File: src/rtl/fifo_pkg.sv
// Shared definitions for the UART receiver that feeds the 16x8 FIFO write port.
package fifo_pkg;

    localparam int FIFO_DW = 8;

    typedef enum logic [2:0] {
        IDLE,
        START,
        DATA,
        STOP,
        BREAK
    } rx_state_t;

endpackage

File: src/rtl/sync_2ff.sv
// Two-flop synchronizer for a single asynchronous level; resets to 1 (idle line).
module sync_2ff (
    input  logic clk,
    input  logic rst_n,
    input  logic i_d,
    output logic o_q
);

    logic r_meta;
    logic r_sync;

    always_ff @(posedge clk or negedge rst_n) begin
        if (!rst_n) begin
            r_meta <= 1'b1;
            r_sync <= 1'b1;
        end else begin
            r_meta <= i_d;
            r_sync <= r_meta;
        end
    end

    assign o_q = r_sync;

endmodule

File: src/rtl/uart_rx_fifo_feeder.sv
// UART receiver that writes each good byte into a FIFO, dropping bytes on full
// (sticky overrun) and bad stop bits (sticky frame_err).
module uart_rx_fifo_feeder
    import fifo_pkg::*;
#(
    parameter int CLK_DIV = 16,
    parameter int DATA_W  = FIFO_DW
) (
    input  logic              clk,
    input  logic              rst,
    input  logic              rx,
    input  logic              full,
    output logic              wr,
    output logic [DATA_W-1:0] din,
    output logic              overrun,
    output logic              frame_err,
    input  logic              clr_err
);

    localparam int DIV_W = $clog2(CLK_DIV);
    localparam int BIT_W = $clog2(DATA_W + 1);

    localparam logic [DIV_W-1:0] DIV_HALF = DIV_W'(CLK_DIV / 2 - 1);
    localparam logic [DIV_W-1:0] DIV_LAST = DIV_W'(CLK_DIV - 1);
    localparam logic [BIT_W-1:0] BIT_LAST = BIT_W'(DATA_W - 1);

    rx_state_t          r_state,     w_state_next;
    logic [DIV_W-1:0]   r_div,       w_div_next;
    logic [BIT_W-1:0]   r_bit,       w_bit_next;
    logic [DATA_W-1:0]  r_shift,     w_shift_next;
    logic [DATA_W-1:0]  r_din,       w_din_next;
    logic               r_wr,        w_wr_next;
    logic               r_overrun,   w_overrun_next;
    logic               r_frame_err, w_frame_err_next;
    logic               w_rx_s;

    sync_2ff u_rx_sync (
        .clk   (clk),
        .rst_n (rst),
        .i_d   (rx),
        .o_q   (w_rx_s)
    );

    always_ff @(posedge clk or negedge rst) begin
        if (!rst) begin
            r_state     <= IDLE;
            r_div       <= '0;
            r_bit       <= '0;
            r_shift     <= '0;
            r_din       <= '0;
            r_wr        <= 1'b0;
            r_overrun   <= 1'b0;
            r_frame_err <= 1'b0;
        end else begin
            r_state     <= w_state_next;
            r_div       <= w_div_next;
            r_bit       <= w_bit_next;
            r_shift     <= w_shift_next;
            r_din       <= w_din_next;
            r_wr        <= w_wr_next;
            r_overrun   <= w_overrun_next;
            r_frame_err <= w_frame_err_next;
        end
    end

    always_comb begin
        w_state_next     = r_state;
        w_div_next       = r_div + 1'b1;
        w_bit_next       = r_bit;
        w_shift_next     = r_shift;
        w_din_next       = r_din;
        w_wr_next        = 1'b0;
        // Clear is applied first so a same-cycle set event below overrides it.
        w_overrun_next   = clr_err ? 1'b0 : r_overrun;
        w_frame_err_next = clr_err ? 1'b0 : r_frame_err;

        case (r_state)
            IDLE: begin
                w_div_next = '0;
                w_bit_next = '0;
                if (!w_rx_s) begin
                    w_state_next = START;
                end
            end
            START: begin
                if (r_div == DIV_HALF) begin
                    w_div_next   = '0;
                    w_bit_next   = '0;
                    w_state_next = w_rx_s ? IDLE : DATA;
                end
            end
            DATA: begin
                if (r_div == DIV_LAST) begin
                    w_div_next   = '0;
                    // LSB arrives first, so shifting right leaves it in bit 0.
                    w_shift_next = {w_rx_s, r_shift[DATA_W-1:1]};
                    if (r_bit == BIT_LAST) begin
                        w_bit_next   = '0;
                        w_state_next = STOP;
                    end else begin
                        w_bit_next = r_bit + 1'b1;
                    end
                end
            end
            STOP: begin
                if (r_div == DIV_LAST) begin
                    w_div_next = '0;
                    w_bit_next = '0;
                    if (!w_rx_s) begin
                        w_frame_err_next = 1'b1;
                        w_state_next     = BREAK;
                    end else if (full) begin
                        w_overrun_next = 1'b1;
                        w_state_next   = IDLE;
                    end else begin
                        w_wr_next    = 1'b1;
                        w_din_next   = r_shift;
                        w_state_next = IDLE;
                    end
                end
            end
            BREAK: begin
                // Hold off until the line returns high so a stuck-low line cannot retrigger START.
                w_div_next = '0;
                w_bit_next = '0;
                if (w_rx_s) begin
                    w_state_next = IDLE;
                end
            end
            default: begin
                w_div_next   = '0;
                w_bit_next   = '0;
                w_state_next = IDLE;
            end
        endcase
    end

    assign wr        = r_wr;
    assign din       = r_din;
    assign overrun   = r_overrun;
    assign frame_err = r_frame_err;

endmodule
File: config.mk
export PLATFORM = sky130hd
export DESIGN_NAME = uart_rx_fifo_feeder
export DESIGN_NICKNAME = d
export VERILOG_FILES = /design/src/rtl/fifo_pkg.sv /design/src/rtl/sync_2ff.sv /design/src/rtl/uart_rx_fifo_feeder.sv
export SDC_FILE = /design/constraint.sdc
export NUM_CORES = 1
export LEC_CHECK = 0
export ABC_CLOCK_PERIOD_IN_PS = 2300
export CAP_MARGIN = 0
export CORE_MARGIN = 5
export CORE_UTILIZATION = 40
export DETAILED_ROUTE_END_ITERATION = 7
export GPL_ROUTABILITY_DRIVEN = 0
export GPL_TIMING_DRIVEN = 0
export REMOVE_ABC_BUFFERS = 1
export SYNTH_ARGS = -nofsm -noshare
export SYNTH_HDL_FRONTEND = slang
export SYNTH_HIERARCHICAL = 1
export SYNTH_SLANG_ARGS = --single-unit
File: constraint.sdc
create_clock -name clk -period 2.3 [get_ports clk]
set_input_delay 0.23 -clock clk [delete_from_list [all_inputs] [get_ports clk]]
set_output_delay 0.23 -clock clk [all_outputs]
set_load 0.1 [all_outputs]
==> summary.md <==
| Metric | Value |
|---|---|
| Status | finished clean |
| Final hold viol count | 0 |
| Clock-pin slew on the worst setup and hold paths | 100 ps |
| Max Fanout on Critical Path | 2 |
| Period utilisation layout | 0.900 |
| Tmin final | 2070 ps |
| Cell row count | 21 |
| Critical Path RT | 2070 ps |
| Top Family by Delay on Critical Path | buffers and inverters |
| Clk sinks | 32 |
| Worst r2r src | r_div[0]$_DFF_PN0_ |
| Vias/cell | 4.86 |
| Post-Route Skew | 3.05 ps |
| Via Count | 822 |
| Syn Inst Count | 103 |
| FF+latch count, synth | 32 |
| PD cells | 845 nW/µm² |
| Fillcell total | 320 |
| Die Footprint | 4630 µm² |
| Total CTS buffers | 5 |
| CTS Root Cell | clkbuf_4 |
| Routed length per placed instance | 13.0 µm |
| Post-route non-filler standard cell count | 169 |
| Setup TNS | 0 ps |
| Number of global-route vias before repair | 851 |
| Largest cells by area after synthesis | dfrtp_1, mux2_2, dfstp_2 |
| Async S/R FF share, synth | 1.00 |
| Post-Syn Area | 1350 µm² |
| Most instantiated cells after synthesis | dfrtp_1, mux2_2, nor2_1 |
| Max_cap viols | 0 |
| CP Launch Point | din[6]$_DFFE_PN0P_ |
| Routed Antenna Nets | 0 |
| Final wirelength | 2190 µm |
| Drt drc | 0 |
| Worst slew pin tran | 979 ps |
| Antenna cell count | 0 |
| Max Root-Sink Buffers | 2 |
| Startpoint type of the worst setup path | flop |
| DP Wirelength | 1520 µm |
| Yosys top cell by area | dfrtp_1 |
| Ys Warns | 6 |
| Total GRT Usage | 0.116 |
| EDFF count, synth | 0 |
| Crit Path Category | flop to output port |
| Worst hold start | rx |
| Crit path buffers/inverters | 1 |
| Pin count of the biggest net entering global routing | 33 |
| Tightest Hold Check Type | input pin to flop |
| Post-synth top area share | 0.557 |
| Final Hold Slack | 293 ps |
| CP max stage delay | 1140 ps |
| Share of cells above drive strength 1 | 0.244 |
| CTS tree | built |
| Worst setup EP type | output port |
| Core region area | 3310 µm² |
| Count leader, synth | dfrtp_1 |
| Mean area per synthesized cell | 13.1 µm² |
| H-tree levels | 2 |
| Initial antenna violation count | 0 |
| Register area share after synthesis | 0.596 |
| Leak | 0.723 nW |
| Synth Flop Type | dfrtp_1 |
| Starting Density | 0.407 |
| First-pass GRT wire length | 3880 µm |
| Die X | 68.0 µm |
| Inst Count DP | 160 |
| FMAX | 483 MHz |
| Post-place instance area | 1520 µm² |
| IO Pins | 16 |
| Maximum vdd drop | 0.407 mV |
| Final Setup Violations | 0 |
| Clk_lat worst skew | 330 ps |
| Worst path arrival time | 1840 ps |
| Slew HR | 0.345 |
| Layout area overhead | 19.9% |
| Cells along the critical path | clkdlybuf4s50_1 |
| Iteration-0 DRC count of the detailed router | 32 |
| Die H | 68.0 µm |
| RSZ-0062 raised after global routing | no |
| NumNets Final | 129 |
| Slew Viols, Final | 0 |
| Final instance area | 1620 µm² |
| Post-synth cell types | 32 |
| Slowest CP cell | clkdlybuf4s50_1 |
| Total grt overflow | 0 |
| Total iterations of the first detailed-routing run | 4 |
| # port buffers | 15 |
-- cells in the final DEF (no fill, tap or decap), types with 2 or more instances in the layout --
cell type        count
a21oi_1              2
clkbuf_4             5
clkdlybuf4s50_1     14
dfrtp_1             30
dfstp_2              2
ha_1                 2
inv_1                3
mux2_2              16
mux2i_1              2
nand2_1              6
nand2b_1             3
nor2_1               7
o211ai_1             2
o21ai_0              5
o22ai_1              2
xor2_1               2
-- cell families (layout without fill, tap and decap cells) --
group                      count (synthesis)  after routing  synth area share
and+or+nand+nor                           25             25             0.107
buffers and inverters                      7             27            0.0316
AOI/OAI and AO/OA                         16             16            0.0789
DFF                                       32             32             0.596
adders and majority gates                  2              2            0.0186
xor gates and xnor gates                   3              3            0.0195
muxes                                     18             18             0.149
-- per-stage QoR --
step / utilization / power, mW / setup WS, ps
2_1_floorplan: - / 0.879 / 413
3_3_place_gp: 0.460 / 0.946 / 110
3_5_place_dp: 0.459 / 0.952 / 103
4_1_cts: 0.486 / 1.38 / 63.4
5_1_grt: 0.488 / 1.44 / 104
6_report: 0.488 / 1.36 / 231
-- layer usage --
metal / part of all wire / global-route usage / vias to the layer above / wire length [µm]
met5: 0 / 0 / - / 0
met4: 0.023 / 0.0670 / 0 / 51
met3: 0.041 / 0.0394 / 7 / 91
met2: 0.46 / 0.181 / 13 / 1010
met1: 0.47 / 0.140 / 403 / 1040
li1: - / - / 399 / -
-- report_power, final --
part           internal, mW  total (mW)  switching (mW)
Clock                 0.226       0.424           0.197
Sequential            0.627       0.714          0.0868
Combinational         0.106       0.226           0.121
-- sequential cells by signal (all words and copies together), names as in the netlist --
register / flops
r_state: 3
frame_err: 1
r_div: 4
wr: 1
u_rx_sync/r_meta: 1
r_bit: 4
din: 8
overrun: 1
r_shift: 8
u_rx_sync/o_q: 1
-- cell type report --
type,instances,area [µm²],share of cell area
Clock buffer,5,37.5,0.0232
Clock inverter,3,42.5,0.0263
Inverter,3,11.3,0.00697
Multi-Input combinational cell,64,508,0.314
Sequential cell,32,803,0.497
Tap cell,46,57.6,0.0356
Timing Repair Buffer,16,155,0.0960
-- final timing paths --
kind                       cells past startpoint  slack [ps]                    endpoint
max                                            1         230                      din[6]
min                                            1         290  u_rx_sync/r_meta$_DFF_PN1_
max reg2reg                                    5         270          din[0]$_DFFE_PN0P_
min reg2reg                                    0         360     u_rx_sync/o_q$_DFF_PN1_
max in group asynchronous                      2        1400      r_shift[3]$_DFFE_PN0P_
min in group asynchronous                      2         470      r_state[0]$_DFFE_PN0P_
-- what timing repair did --
| action | 4_1_cts | 5_1_grt |
|---|---|---|
| gates resized for setup | 0 | 1 |
| hold buffers | 1 | 0 |
| buffers inserted | 0 | 0 |
| hold endpoints to repair | 30 | 0 |
| endpoints found under the setup margin | 0 | 8 |
(Power assumes the default switching activity.)
